**config.mk**
```make
export PLATFORM = sky130hd
export DESIGN_NAME = bubble_page_reader
export DESIGN_NICKNAME = d
export VERILOG_FILES = /design/src/rtl/bubble_page_reader_pkg.sv /design/src/rtl/bubble_crc16.sv /design/src/rtl/bubble_page_reader.sv
export SDC_FILE = /design/constraint.sdc
export NUM_CORES = 1
export LEC_CHECK = 0
export BUFFER_PORTS_ARGS = -buffer_cell sky130_fd_sc_hd__buf_2
export CAP_MARGIN = 5
export CORE_MARGIN = 2
export CORE_UTILIZATION = 60
export CTS_CLUSTER_DIAMETER = 50
export DETAILED_ROUTE_END_ITERATION = 8
export PLACE_DENSITY = 0.81
export SYNTH_ARGS = -nofsm -noshare
export SYNTH_HDL_FRONTEND = slang
export SYNTH_SLANG_ARGS = --single-unit
```
**constraint.sdc**
```tcl
create_clock -name MCLK -period 6.2 [get_ports MCLK]
set_input_delay 0 -clock MCLK [delete_from_list [all_inputs] [get_ports MCLK]]
set_output_delay 0 -clock MCLK [all_outputs]
set_load 0.05 [all_outputs]
```
**src/rtl/bubble_page_reader_pkg.sv**
```systemverilog
// rtl/bubble_page_reader_pkg.sv - shared FSM state codes and CRC constants for the bubble page reader
package bubble_page_reader_pkg;

   typedef logic [2:0] state_t;

   localparam state_t ST_IDLE  = 3'd0;
   localparam state_t ST_SETUP = 3'd1;
   localparam state_t ST_REPL  = 3'd2;
   localparam state_t ST_LAT   = 3'd3;
   localparam state_t ST_SHIFT = 3'd4;
   localparam state_t ST_FIN   = 3'd5;

   localparam logic [15:0] CRC_POLY = 16'h1021;
   localparam logic [15:0] CRC_INIT = 16'hFFFF;

endpackage

```
**src/rtl/bubble_crc16.sv**
```systemverilog
// rtl/bubble_crc16.sv - byte-wide CRC-16-CCITT update, MSB first
module bubble_crc16
   import bubble_page_reader_pkg::*;
(
   input  logic [15:0] crc_in,
   input  logic [7:0]  data,
   output logic [15:0] crc_out
);

   always_comb begin
      crc_out = crc_in ^ {data, 8'h00};
      for (int i = 0; i < 8; i++) begin
         crc_out = crc_out[15] ? ({crc_out[14:0], 1'b0} ^ CRC_POLY) : {crc_out[14:0], 1'b0};
      end
   end

endmodule

```
**src/rtl/bubble_page_reader.sv**
```systemverilog
// rtl/bubble_page_reader.sv - bubble memory page reader: shift/replicate sequencing, dual-lane bit capture, byte handshake
// Define BUBBLE_READER_CRC_EN to check the trailing page CRC-16 and report CRC_ERR.
module bubble_page_reader
   import bubble_page_reader_pkg::*;
#(
   parameter int BIT_DIV    = 240,
   parameter int SETUP_CYC  = 96,
   parameter int REP_CYC    = 48,
   parameter int LAT_BITS   = 16,
   parameter int PAGE_BYTES = 64
)(
   input  logic       MCLK,
   input  logic       RST,
   input  logic       START,
   input  logic       DOUT0,
   input  logic       DOUT1,
   output logic       nBSEN,
   output logic       nREPEN,
   output logic [7:0] DATA,
   output logic       VALID,
   input  logic       READY,
   output logic       BUSY,
   output logic       DONE,
   output logic       OVERRUN,
   output logic       CRC_ERR
);

   state_t      state, state_nxt;
   logic [15:0] cnt;
   logic [9:0]  bitcnt;
   logic [1:0]  paircnt;
   logic [8:0]  bytecnt;
   logic [7:0]  sr;
   logic [1:0]  sync0, sync1;

   logic       start_acc, period_end, sample, byte_done, last_byte;
   logic [7:0] byte_nxt;

   assign start_acc  = (state == ST_IDLE) && START;
   assign period_end = (bitcnt == 10'(BIT_DIV - 1));
   assign sample     = (state == ST_SHIFT) && (bitcnt == 10'(BIT_DIV / 2));
   assign byte_nxt   = {sync1[1], sync0[1], sr[7:2]};
   assign byte_done  = sample && (paircnt == 2'd3);
   assign last_byte  = byte_done && (bytecnt == 9'(PAGE_BYTES - 1));

   always_comb begin
      state_nxt = state;
      case (state)
         ST_IDLE:  if (START) state_nxt = ST_SETUP;
         ST_SETUP: if (cnt == 16'(SETUP_CYC - 1)) state_nxt = ST_REPL;
         ST_REPL:  if (cnt == 16'(REP_CYC - 1)) state_nxt = ST_LAT;
         ST_LAT:   if (period_end && cnt == 16'(LAT_BITS - 1)) state_nxt = ST_SHIFT;
         ST_SHIFT: if (last_byte) state_nxt = ST_FIN;
         ST_FIN:   state_nxt = ST_IDLE;
         default:  state_nxt = ST_IDLE;
      endcase
   end

   // Strobes are registered from the next state so they line up with the state register.
   always_ff @(posedge MCLK or posedge RST) begin
      if (RST) begin
         state  <= ST_IDLE;
         nBSEN  <= 1'b1;
         nREPEN <= 1'b1;
         BUSY   <= 1'b0;
         DONE   <= 1'b0;
      end else begin
         state  <= state_nxt;
         nBSEN  <= (state_nxt == ST_IDLE) || (state_nxt == ST_FIN);
         nREPEN <= (state_nxt != ST_REPL);
         BUSY   <= (state_nxt != ST_IDLE);
         DONE   <= (state_nxt == ST_FIN);
      end
   end

   always_ff @(posedge MCLK or posedge RST) begin
      if (RST) begin
         cnt     <= '0;
         bitcnt  <= '0;
         paircnt <= '0;
         bytecnt <= '0;
         sr      <= '0;
         sync0   <= '0;
         sync1   <= '0;
      end else begin
         sync0 <= {sync0[0], DOUT0};
         sync1 <= {sync1[0], DOUT1};

         if (state_nxt != state)
            cnt <= '0;
         else if (state == ST_SETUP || state == ST_REPL || (state == ST_LAT && period_end))
            cnt <= cnt + 16'd1;

         // Bit timing restarts on LAT entry and again on SHIFT entry.
         if (state_nxt != state)
            bitcnt <= '0;
         else if (state == ST_LAT || state == ST_SHIFT)
            bitcnt <= period_end ? 10'd0 : bitcnt + 10'd1;

         if (state_nxt != ST_SHIFT)
            paircnt <= '0;
         else if (sample)
            paircnt <= paircnt + 2'd1;

         if (state_nxt != ST_SHIFT)
            bytecnt <= '0;
         else if (byte_done)
            bytecnt <= bytecnt + 9'd1;

         if (sample)
            sr <= byte_nxt;
      end
   end

   always_ff @(posedge MCLK or posedge RST) begin
      if (RST) begin
         DATA    <= '0;
         VALID   <= 1'b0;
         OVERRUN <= 1'b0;
      end else begin
         if (byte_done) begin
            if (!VALID || READY) begin
               DATA  <= byte_nxt;
               VALID <= 1'b1;
            end
         end else if (VALID && READY) begin
            VALID <= 1'b0;
         end

         if (start_acc)
            OVERRUN <= 1'b0;
         else if (byte_done && VALID && !READY)
            OVERRUN <= 1'b1;
      end
   end

`ifdef BUBBLE_READER_CRC_EN
   logic [15:0] crc, crc_upd;
   logic [7:0]  crc_hi;

   bubble_crc16 u_crc (
      .crc_in  (crc),
      .data    (byte_nxt),
      .crc_out (crc_upd)
   );

   // The last two page bytes carry the expected CRC, high byte first.
   always_ff @(posedge MCLK or posedge RST) begin
      if (RST) begin
         crc     <= CRC_INIT;
         crc_hi  <= '0;
         CRC_ERR <= 1'b0;
      end else if (start_acc) begin
         crc     <= CRC_INIT;
         CRC_ERR <= 1'b0;
      end else if (byte_done) begin
         if (bytecnt < 9'(PAGE_BYTES - 2))
            crc <= crc_upd;
         else if (bytecnt == 9'(PAGE_BYTES - 2))
            crc_hi <= byte_nxt;
         if (last_byte)
            CRC_ERR <= (crc != {crc_hi, byte_nxt});
      end
   end
`else
   assign CRC_ERR = 1'b0;
`endif

endmodule
```
After elaboration in Yosys (flattened, before gate mapping). Cells that the tools add are included.

Flip-flop bits (word level): 66. Bits of input ports: 6. Output and inout bits: 15. Logic and storage cells: 82.

Add/sub/neg operators: 4. Eq/ne operators: 16. Mux-type cells: 20. Reductions and logical operators: 27.

Operators by type and width (number): $mux 16 (2); $mux 10 (3); $mux 9 (2); $add 16x1->16 const B (1); $eq 16x4->1 const B (1); $eq 16x6->1 const B (1); $eq 16x7->1 const B (1); $mux 3 (5); $pmux 3 s5 (1); $reduce_bool 2->1 (6); $add 10x1->10 const B (1); $eq 10x7->1 const B (1); $eq 10x8->1 const B (1); $add 9x1->9 const B (1); $eq 9x6->1 const B (1); $logic_and 1x1->1 (9); $eq 3x2->1 const B (2); $eq 3x3->1 const B (2); $logic_not 3->1 (2); $logic_or 1x1->1 (5); $mux 1 (5); $mux 2 (2); $reduce_and 2->1 (2); $eq 3x1->1 const B (1); other kinds (8) (9).

Longest topological paths before layout. Gate-level depths: netlist of run 1.

Depth after elaboration: 8. Gate-level depth with buffers: 9. Mapped depth without buffers: 7.

Worst setup path after synthesis of run 1. OpenSTA, ideal clock, no wires.

Kind: register to register. From: reg state[0]. To: reg cnt[5]. Setup time: 0.145 ns. Data arrival time: 2.445 ns. Data required time: 6.055 ns. Slack: 3.609 ns. Cell stages (with the launch flop): 9. Clock period less this slack: 2.591 ns. Cell sequence: dfrtp_1 buf_4 or3b_4 or4_1 or4_1 buf_2 nand3_4 buf_8 a21oi_1.

Word-level cells in the longest chain between the ends: 8. Elaborated cells between the ends (all ways): 20. Those cells by class: 5 x eq/ne; 7 x mux; 8 x reduce/logical.

Ends and longest elaborated chain: from (decl) (line bubble_page_reader.sv:28) `state_t state, state_nxt;`; from (signal assigned) (line bubble_page_reader.sv:68) `state <= state_nxt;`; $eq 3x3->1 (line bubble_page_reader.sv:41, bubble_page_reader.sv:48); $logic_and 1x1->1 (line bubble_page_reader.sv:41) `assign sample = (state == ST_SHIFT) && (bitcnt == 10'(BIT_DIV / 2));`; $logic_and 1x1->1 (line bubble_page_reader.sv:43) `assign byte_done = sample && (paircnt == 2'd3);`; $logic_and 1x1->1 (line bubble_page_reader.sv:44) `assign last_byte = byte_done && (bytecnt == 9'(PAGE_BYTES - 1));`; $mux 3 (line bubble_page_reader.sv:53) `ST_SHIFT: if (last_byte) state_nxt = ST_FIN;`; $pmux 3 s5 (line bubble_page_reader.sv:48) `case (state)`; $ne 3x3->1 (line bubble_page_reader.sv:89) `if (state_nxt != state)`; $mux 16 or $reduce_bool 2->1 (tied branches); to (signal assigned) (line bubble_page_reader.sv:92) `cnt <= cnt + 16'd1;`; to (decl) (line bubble_page_reader.sv:29) `logic [15:0] cnt;`.

Parallel ways exist; a longest one is shown, timed or not. A chain may end at the register's enable or synchronous reset.

Final worst setup path of run 1.
From: reg state[1]. To: reg bitcnt[5].

Word-level cells in the longest chain between the ends: 8. Elaborated cells between the ends (all ways): 18. Those cells by class: 5 x eq/ne; 7 x mux; 6 x reduce/logical.

Ends and longest elaborated chain: $eq 3x3->1 (line bubble_page_reader.sv:41, bubble_page_reader.sv:48, bubble_page_reader.sv:97); $logic_and 1x1->1 (line bubble_page_reader.sv:41); $logic_and 1x1->1 (line bubble_page_reader.sv:43); $logic_and 1x1->1 (line bubble_page_reader.sv:44); $mux 3 (line bubble_page_reader.sv:53); $pmux 3 s5 (line bubble_page_reader.sv:48); $ne 3x3->1 (line bubble_page_reader.sv:95) `if (state_nxt != state)`; $mux 10 or $reduce_bool 2->1 (tied branches); to (signal assigned) (line bubble_page_reader.sv:98) `bitcnt <= period_end ? 10'd0 : bitcnt + 10'd1;`; to (decl) (line bubble_page_reader.sv:30) `logic [9:0] bitcnt;`.

Parallel ways exist; a longest one is shown, timed or not.

==> results of run 1 <==
[path summary, 6_finish.rpt]
kind	from	to	slack, ns	cells after the start
worst min-delay path	READY	OVERRUN$_DFFE_PP0P_	0.07	4
worst max-delay path	state[1]$_DFF_PP0_	bitcnt[5]$_DFFE_PP0P_	2.87	5
min in group asynchronous	RST	sync0[1]$_DFF_PP0_	0.45	4
worst min register to register	sync0[0]$_DFF_PP0_	sync0[1]$_DFF_PP0_	0.34	0
worst max register to register	state[1]$_DFF_PP0_	bitcnt[5]$_DFFE_PP0P_	2.87	5
max in group asynchronous	RST	cnt[11]$_DFFE_PP0P_	5.23	4
[flip-flops by register name, indices dropped and copies added, names as in the netlist, 2 cells and up]
name     count
DATA         8
bitcnt      10
bytecnt      9
cnt         16
paircnt      2
sr           6
state        3
sync0        2
sync1        2
[per-layer routing]
metal	GRT usage, %	up-vias
met4	9.286	0
met2	38.00	52
met1	34.65	1204
met5	0	-
li1	-	1128
met3	6.628	16
[worst register-to-register path: stages (launching register included)]
cell and delay [ns]:
sky130_fd_sc_hd__dfrtp_1 0.51, sky130_fd_sc_hd__or3b_4 0.47, sky130_fd_sc_hd__or4_1 0.80, sky130_fd_sc_hd__or4_1 0.78, sky130_fd_sc_hd__nand3_4 0.43, sky130_fd_sc_hd__a221oi_1 0.19
[layout make-up]
| cell class | instances | area, um^2 | share of cell area, % |
|---|---|---|---|
| sequential | 64 | 1604 | 44.83 |
| multi-input combinational | 214 | 1508 | 42.13 |
| clock buffer | 12 | 145.1 | 4.056 |
| timing repair buffer | 24 | 142.6 | 3.986 |
| tap | 70 | 87.58 | 2.448 |
| clock inverter | 4 | 53.80 | 1.503 |
| inverter | 10 | 37.54 | 1.049 |
[cells in the final DEF (no fill, tap or decap), types with 3 or more instances in the layout]
cell,n
sky130_fd_sc_hd__o21ai_0,3
sky130_fd_sc_hd__dlygate4sd3_1,4
sky130_fd_sc_hd__dfrtp_1,62
sky130_fd_sc_hd__mux2i_1,4
sky130_fd_sc_hd__inv_1,8
sky130_fd_sc_hd__nand3_1,12
sky130_fd_sc_hd__nor3_1,8
sky130_fd_sc_hd__nand2_1,18
sky130_fd_sc_hd__a21oi_2,18
sky130_fd_sc_hd__xnor2_1,16
sky130_fd_sc_hd__a21oi_1,10
sky130_fd_sc_hd__ha_1,5
sky130_fd_sc_hd__nand4_1,11
sky130_fd_sc_hd__buf_2,19
sky130_fd_sc_hd__nor4_1,8
sky130_fd_sc_hd__mux2_1,5
sky130_fd_sc_hd__clkbuf_8,10
sky130_fd_sc_hd__mux2_2,9
sky130_fd_sc_hd__nor2b_1,5
sky130_fd_sc_hd__xor2_1,11
sky130_fd_sc_hd__a31oi_1,5
sky130_fd_sc_hd__nor2_1,23
sky130_fd_sc_hd__and3_1,6
[where the power goes]
group	total, mW	switching [mW]	internal [mW]
logic	0.0135	0.0103	0.00324
registers	0.419	0.000636	0.419
clock network	0.361	0.163	0.198
[logic make-up (layout without fill, tap and decap cells)]
logic type / Yosys count / in the layout / synth area share [%]
compound gates: 51 / 51 / 11.68
xor+xnor: 27 / 27 / 7.286
fa+ha+maj: 5 / 5 / 1.928
buf+inv: 25 / 50 / 4.125
flops: 64 / 64 / 49.42
mux: 18 / 18 / 6.091
other cells: 1 / 1 / 0.1155
simple gates: 112 / 112 / 19.35
==> Flow_metrics.wiki, run 1 <==
{| class="wikitable"
! Metric !! Value
|-
| Synthesized area divided by synthesized cell count || 10.71 um^2
|-
| Worst min-delay path class || input port to flip-flop
|-
| Kind of start point of the critical path || flip-flop
|-
| Synth Warn # || 0
|-
| DRC errors left || 0
|-
| Share of synthesized registers carrying an async set or reset || 100.0%
|-
| Clock transition at the registers of the reported paths || ~0.070 ns
|-
| First-pass GRT wire length || between 10000 and 15000 um
|-
| CTS Hold Bufs || 4
|-
| Top FF cell, synth || sky130_fd_sc_hd__dfrtp_1
|-
| Least-Margin Pin Slew || roughly 0.96 ns
|-
| Final count of pins violating max slew || 0
|-
| Slowest library cell on the worst path || sky130_fd_sc_hd__or4_1
|-
| I/O pins || 21
|-
| Maximum number of pins on one net before global-route repair || between 60 and 70
|-
| Fin area || 3578 um^2
|-
| Final count of negative-setup-slack endpoints || 0
|-
| Biggest fanout along the worst timing path || 26
|-
| Met3 Wirelength || around 250 um
|-
| Number of levels the H-tree was split into || 3
|-
| Power, Total || between 0.7 and 0.8 mW
|-
| Worst-case vdd ir drop || between 0.1 and 0.15 mV
|-
| Detail-routed via count per cell || a little over 6
|-
| Max capacitance violation total || 0
|-
| Netlist area before placement || about 3200 um^2
|-
| Post-detailed-route count of antenna-violating nets || 0
|-
| Number of setup buffers added after CTS || 0
|-
| TritonCTS clock tree || done
|-
| Core outline area || just over 5000 um^2
|-
| CP max stage delay || 0.80 ns
|-
| Leakage power total || roughly 1.6 nW
|-
| Sink count of the clock tree || 64
|-
| Antenna violations before repair || 0
|-
| Wirelength, routed || ~6800 um
|-
| Highest metal used || met4
|-
| Pre-CTS setup slack || ~2.9 ns
|-
| Category of the worst setup path capture point || flip-flop
|-
| Maximum buffer depth of the clock tree || 2
|-
| Post-DP HPWL || about 4200 um
|-
| WL met1 || about 3100 um
|-
| Worst Setup Slack, final || between 2 and 3 ns
|-
| Vias in the first global route || between 2000 and 2500
|-
| Setup skew after layout || about 0.0085 ns
|-
| Worst skew pair latency || 0.34 ns
|-
| Min Hold Slack || ~0.072 ns
|-
| Total die area || about 6000 um^2
|-
| Proportion of layout cells with a drive suffix above 1 || 22.26%
|-
| Post-synth top cells || 62 x sky130_fd_sc_hd__dfrtp_1, 23 x sky130_fd_sc_hd__nor2_1, 18 x sky130_fd_sc_hd__a21oi_2, 18 x sky130_fd_sc_hd__nand2_1, 16 x sky130_fd_sc_hd__xnor2_1
|-
| Area overhead of the layout relative to synthesis || 10.25%
|-
| TNS Setup || 0 ns
|-
| CP most frequent cell || sky130_fd_sc_hd__or4_1
|-
| Yosys top cell area share || a little under half
|-
| Count of nets after finishing || ~330
|-
| Most area-hungry cell type in the Yosys netlist || sky130_fd_sc_hd__dfrtp_1
|-
| Final Hold Fails || 0
|-
| Crit share post-route || between 50% and 60%
|-
| Clock root buffer || sky130_fd_sc_hd__clkbuf_8
|-
| Total cell area at the placement stage || ~3300 um^2
|-
| Crit path DAT || approximately 3.5 ns
|-
| Height of the die || 77.55 um
|-
| Required time at the endpoint of the critical path || 6.38 ns
|-
| Sequential fraction of the synthesis area || 49.42%
|-
| Count of port buffers added during placement || 19
|-
| Filler cell count || a little under 400
|-
| Wire length per cell || between 15 and 20 um
|-
| Synth Instances || ~300
|-
| Total GRT Usage || about a quarter
|-
| Placed cell count || 378
|-
| Number of distinct library cell variants in the gate-level netlist after synthesis || 55
|-
| Outcome || completed
|-
| Slew margin rel. || between 30% and 40%
|-
| Count of flip-flops with a built-in enable after synthesis || 0
|-
| Unrepaired setup endpoints after global routing || false
|-
| Post-layout instance count excluding filler cells || between 300 and 400
|-
| Routed via count || 2400
|-
| Final RePlAce weighted congestion || ~0.84
|-
| Setup CP Type || flip-flop to flip-flop
|-
| Crit path buf inv count || 0
|-
| Number of cell rows || 26
|-
| Ranking of synthesized cells by area || sky130_fd_sc_hd__dfrtp_1 48%, sky130_fd_sc_hd__a21oi_2 4.9%, sky130_fd_sc_hd__xnor2_1 4.3%
|-
| Routed length on met2 || 3207 um
|-
| Post-Syn Nets || approximately 310
|-
| Number of buffers created by CTS || 9
|-
| Initial core utilization || 62.75%
|-
| Final core area utilization || between 60% and 70%
|-
| Horizontal die dimension || roughly 78 um
|-
| Total power density per cell area || about 220 nW/um^2
|-
| Number of resized instances in the post-cts repair step || 0
|-
| Violation count after the first detailed-route iteration || approximately 220
|-
| Total inserted antenna cells || 0
|-
| Series of cell instances along the critical path || or3b_4 -> or4_1 -> or4_1 -> nand3_4 -> a221oi_1
|-
| Detailed Routing Iterations Pass 1 || 4
|-
| Min Clock Period, post-route || roughly 3.3 ns
|-
| Number of synthesized register bits || 64
|-
| Upper clock frequency limit || between 300 and 400 MHz
|-
| Top cell family by delay on the critical path || simple AND/OR/NAND/NOR gates
|-
| Overall overflow remaining after global route || 0
|-
| Most frequent cell after synthesis || sky130_fd_sc_hd__dfrtp_1
|}
Power figures use the tool's default switching activity.
==> inputs of run 2 (changes only) <==
--- a/config.mk
+++ b/config.mk
@@ -5,6 +5,7 @@
 export SDC_FILE = /design/constraint.sdc
 export NUM_CORES = 1
 export LEC_CHECK = 0
+export ABC_AREA = 1
 export BUFFER_PORTS_ARGS = -buffer_cell sky130_fd_sc_hd__buf_2
 export CAP_MARGIN = 5
 export CORE_MARGIN = 2
==> constraint.sdc (replaced) <==
create_clock -name MCLK -period 3.2 [get_ports MCLK]
set_input_delay 0 -clock MCLK [delete_from_list [all_inputs] [get_ports MCLK]]
set_output_delay 0 -clock MCLK [all_outputs]
set_load 0.05 [all_outputs]
==> run 2 against run 1 <==
Compared with the run above: cell count grew 27%; non-clock buffer count unchanged; via count grew 11%; synthesized cell count is 32% higher; wire length decreased by 4.5%; clock skew up 0.0012 ns; utilization about the same; worst setup slack worse by 1.7 ns; synthesized area grew 7.2%; clock power rose by 76%; first-iteration DRC count decreased by 29%; design area is 7.1% higher; critical endpoint is now cnt[11]$_DFFE_PP0P_; largest power group unchanged.
==> Flow_metrics.wiki, run 2 <==
{| class="wikitable"
! Metric !! Value
|-
| Outcome || completed
|-
| Clock transition at the registers of the reported paths || 0.08 ns (about the same)
|-
| Horizontal die dimension || 80.14 um (+3.3%)
|-
| Crit share post-route || 64.89% (+11 points)
|-
| Crit path buf inv count || 1 (+1)
|-
| Worst min-delay path class || input port to flip-flop
|-
| Maximum buffer depth of the clock tree || 2 (unchanged)
|-
| Registers with the highest flip-flop counts || cnt x16, bitcnt x10, bytecnt x9
|-
| Filler cell count || 462 (+20%)
|-
| Final count of negative-setup-slack endpoints || 0 (unchanged)
|-
| Wire length per cell || 12.79 um (-25%)
|-
| End of the worst hold path || OVERRUN$_DFFE_PP0P_
|-
| Clock root buffer || sky130_fd_sc_hd__clkbuf_8
|-
| Number of distinct library cell variants in the gate-level netlist after synthesis || 44 (-20%)
|-
| Kind of start point of the critical path || flip-flop
|-
| Total inserted antenna cells || 0 (unchanged)
|-
| Source of the worst hold timing path || START
|-
| Number of cells on the worst hold path || 3 (-1)
|-
| Min Clock Period, post-route || 2.076 ns (-1.256 ns)
|-
| Unrepaired setup endpoints after global routing || false
|-
| Antenna violations before repair || 0 (unchanged)
|-
| Ranking of synthesized cells by area || sky130_fd_sc_hd__dfrtp_1 45%, sky130_fd_sc_hd__nand2_1 9.1%, sky130_fd_sc_hd__nor2_1 4.9%
|-
| Slowest library cell on the worst path || sky130_fd_sc_hd__dfrtp_1
|-
| Most frequent cell after synthesis || sky130_fd_sc_hd__nand2_1
|-
| Count of flip-flops with a built-in enable after synthesis || 0 (unchanged)
|-
| Worst R2R Path Depth || 10 (+5)
|-
| Final Hold Fails || 0 (unchanged)
|-
| Register-to-register setup slack || 1.12 ns (-1.74 ns)
|-
| Max capacitance violation total || 0 (unchanged)
|-
| Maximum number of pins on one net before global-route repair || 40 (-38%)
|-
| Number of buffers created by CTS || 9 (unchanged)
|-
| Vias in the first global route || 2583 (+7.0%)
|-
| Placed cell count || 486 (+29%)
|-
| Final core area utilization || 69.20% (about the same)
|-
| Total power density per cell area || 384.4 nW/um^2 (+73%)
|-
| Min Hold Slack || 0.05156 ns (-0.02078 ns)
|-
| Height of the die || 80.14 um (+3.3%)
|-
| Area overhead of the layout relative to synthesis || 10.22% (about the same)
|-
| Post-layout instance count excluding filler cells || 506 (+27%)
|-
| Netlist area before placement || 3478 um^2 (+7.2%)
|-
| TritonCTS clock tree || done
|-
| TNS Setup || 0 ns (unchanged)
|-
| Post-DP HPWL || 4751 um (+13%)
|-
| Synth Instances || 401 (+32%)
|-
| Highest-count cells in the layout ignoring fill and taps || 84 x sky130_fd_sc_hd__nand2_1, 62 x sky130_fd_sc_hd__dfrtp_1, 45 x sky130_fd_sc_hd__nor2_1, 42 x sky130_fd_sc_hd__inv_1, 22 x sky130_fd_sc_hd__nand4_1
|-
| Biggest fanout along the worst timing path || 17 (-35%)
|-
| Synthesized area divided by synthesized cell count || 8.674 um^2 (-19%)
|-
| Number of synthesized register bits || 64 (unchanged)
|-
| Post-detailed-route count of antenna-violating nets || 0 (unchanged)
|-
| Detail-routed via count per cell || 5.257 (-13%)
|-
| Number of levels the H-tree was split into || 3 (unchanged)
|-
| Number of setup buffers added after CTS || 0 (unchanged)
|-
| Setup CP Type || flip-flop to flip-flop
|-
| Wirelength, routed || 6470 um (-4.5%)
|-
| Core outline area || 5540 um^2 (+7.1%)
|-
| R2r endpoint || cnt[11]$_DFFE_PP0P_
|-
| Top FF cell, synth || sky130_fd_sc_hd__dfrtp_1
|-
| Upper clock frequency limit || 481.6 MHz (+60%)
|-
| Violation count after the first detailed-route iteration || 153 (-29%)
|-
| Count of nets after finishing || 440 (+32%)
|-
| Share of synthesized registers carrying an async set or reset || 100.0% (unchanged)
|-
| Top cell family by delay on the critical path || simple AND/OR/NAND/NOR gates
|-
| Worst skew pair latency || 0.34 ns (about the same)
|-
| Total die area || 6422 um^2 (+6.8%)
|-
| DRC errors left || 0 (unchanged)
|-
| Proportion of layout cells with a drive suffix above 1 || 20.74% (-1.5 points)
|-
| CP max stage delay || 0.43 ns (-0.37 ns)
|-
| Post-Syn Nets || 412 (+31%)
|-
| Synth Warn # || 0 (unchanged)
|-
| Number of cell rows || 27 (+3.8%)
|-
| Final count of pins violating max slew || 0 (unchanged)
|-
| Power, Total || 1.473 mW (+86%)
|-
| Initial core utilization || 62.78% (about the same)
|-
| Worst-case vdd ir drop || 0.2814 mV (+91%)
|-
| Slew margin rel. || 47.31% (+12 points)
|-
| Yosys top cell area share || 44.60% (-3.2 points)
|-
| First-pass GRT wire length || 11360 um (-3.3%)
|-
| Total GRT Usage || 22.69% (-2.3 points)
|-
| Number of resized instances in the post-cts repair step || 0 (unchanged)
|-
| Max FFs per register || 16 (unchanged)
|-
| Leading cell type in the layout, fill and taps excluded || sky130_fd_sc_hd__nand2_1
|-
| Post-synth top cells || 84 x sky130_fd_sc_hd__nand2_1, 62 x sky130_fd_sc_hd__dfrtp_1, 45 x sky130_fd_sc_hd__nor2_1, 43 x sky130_fd_sc_hd__inv_1, 22 x sky130_fd_sc_hd__nand4_1
|-
| Count of port buffers added during placement || 19 (unchanged)
|-
| Final RePlAce weighted congestion || 0.9148 (+8.8%)
|-
| Category of the worst setup path capture point || flip-flop
|-
| Setup skew after layout || 0.009666 ns (+0.001201 ns)
|-
| Required time at the endpoint of the critical path || 3.46 ns (-2.92 ns)
|-
| CTS Hold Bufs || 4 (unchanged)
|-
| Detailed Routing Iterations Pass 1 || 5 (+1)
|-
| I/O pins || 21 (unchanged)
|-
| Sequential fraction of the synthesis area || 46.12% (-3.3 points)
|-
| Leakage power total || 1.884 nW (+20%)
|-
| Sink count of the clock tree || 64 (unchanged)
|-
| Series of cell instances along the critical path || inv_1 -> ha_1 -> nand3_1 -> nor2_4 -> nand4_1 -> nand2_2 -> o21bai_4 -> nand2_4 -> nand2_8 -> nor3_1
|-
| Most area-hungry cell type in the Yosys netlist || sky130_fd_sc_hd__dfrtp_1
|-
| Routed via count || 2660 (+11%)
|-
| Launching point of the worst reg2reg path || bitcnt[0]$_DFFE_PP0P_
|-
| Number of logic stages on the critical path including buffering || 10 (+5)
|-
| Crit path DAT || 2.33 ns (-1.18 ns)
|-
| Overall overflow remaining after global route || 0 (unchanged)
|-
| Least-Margin Pin Slew || 0.7893 ns (-0.1681 ns)
|-
| Register with the most flip-flops || cnt
|}
-- run 2: cell count changes after synthesis, sizes merged, moves of 13 or more --
cell	previous run	this run
a21oi	28	7
inv	10	48
nor2	23	68
nand4	11	24
o21ai	4	17
nand2	18	96
-- run 2: layout make-up --
type,count,area (um^2),share of cell area [%]
flip-flops and latches,64,1604,41.84
inverters,51,191.4,4.993
clock inverters,6,43.79,1.142
clock buffers,10,137.6,3.590
well taps,72,90.09,2.350
repair buffers,24,142.6,3.721
multi-input cells,279,1624,42.36
-- run 2: routing by layer --
metal,global-route usage (%),share of wire [%]
met5,0,0
met4,7.797,1.4
met3,5.506,3.8
met2,38.00,50
met1,28.73,45
-- run 2: worst max path at each step --
stage / start / end / slack (ns)
final: bitcnt[0]$_DFFE_PP0P_ / cnt[11]$_DFFE_PP0P_ / 1.12
after global routing: cnt[0]$_DFFE_PP0P_ / cnt[11]$_DFFE_PP0P_ / 0.92
after CTS: bitcnt[0]$_DFFE_PP0P_ / cnt[11]$_DFFE_PP0P_ / 1.09
after detailed placement: bitcnt[0]$_DFFE_PP0P_ / cnt[11]$_DFFE_PP0P_ / 1.10
after global placement: bitcnt[0]$_DFFE_PP0P_ / DATA[1]$_DFFE_PP0P_ / 1.17
after floorplan: bitcnt[0]$_DFFE_PP0P_ / bitcnt[1]$_DFFE_PP0P_ / 1.39
-- run 2: stage by stage --
step / cell area, um^2 / worst slack, ns
floorplan: 3478 / 1.395
global route: 3834 / 0.9195
global placement: 3612 / 1.169
finish: 3834 / 1.124
CTS: 3834 / 1.088
detailed placement: 3612 / 1.096
-- run 2: logic make-up after synthesis --
logic type               share of synthesized area (%)
other                                           0.1078
AO/OA/AOI/OAI                                    5.072
XOR/XNOR                                         4.784
multiplexers                                    0.6474
buffers and inverters                            7.194
AND/OR/NAND/NOR                                  34.28
adder cells (fa/ha/maj)                          1.799
flip-flops                                       46.12
-- run 2: power by group --
group	switching, mW	internal (mW)
sequential	0.000610	0.811
combinational	0.0197	0.00646
clock	0.331	0.304
-- run 2: worst reg2reg max path, cell delays in order, from the launching register on --
cell and delay (ns):
sky130_fd_sc_hd__dfrtp_1 0.43, sky130_fd_sc_hd__inv_1 0.08, sky130_fd_sc_hd__ha_1 0.16, sky130_fd_sc_hd__nand3_1 0.14, sky130_fd_sc_hd__nor2_4 0.19, sky130_fd_sc_hd__nand4_1 0.19, sky130_fd_sc_hd__nand2_2 0.17, sky130_fd_sc_hd__o21bai_4 0.07
sky130_fd_sc_hd__nand2_4 0.18, sky130_fd_sc_hd__nand2_8 0.19, sky130_fd_sc_hd__nor3_1 0.20
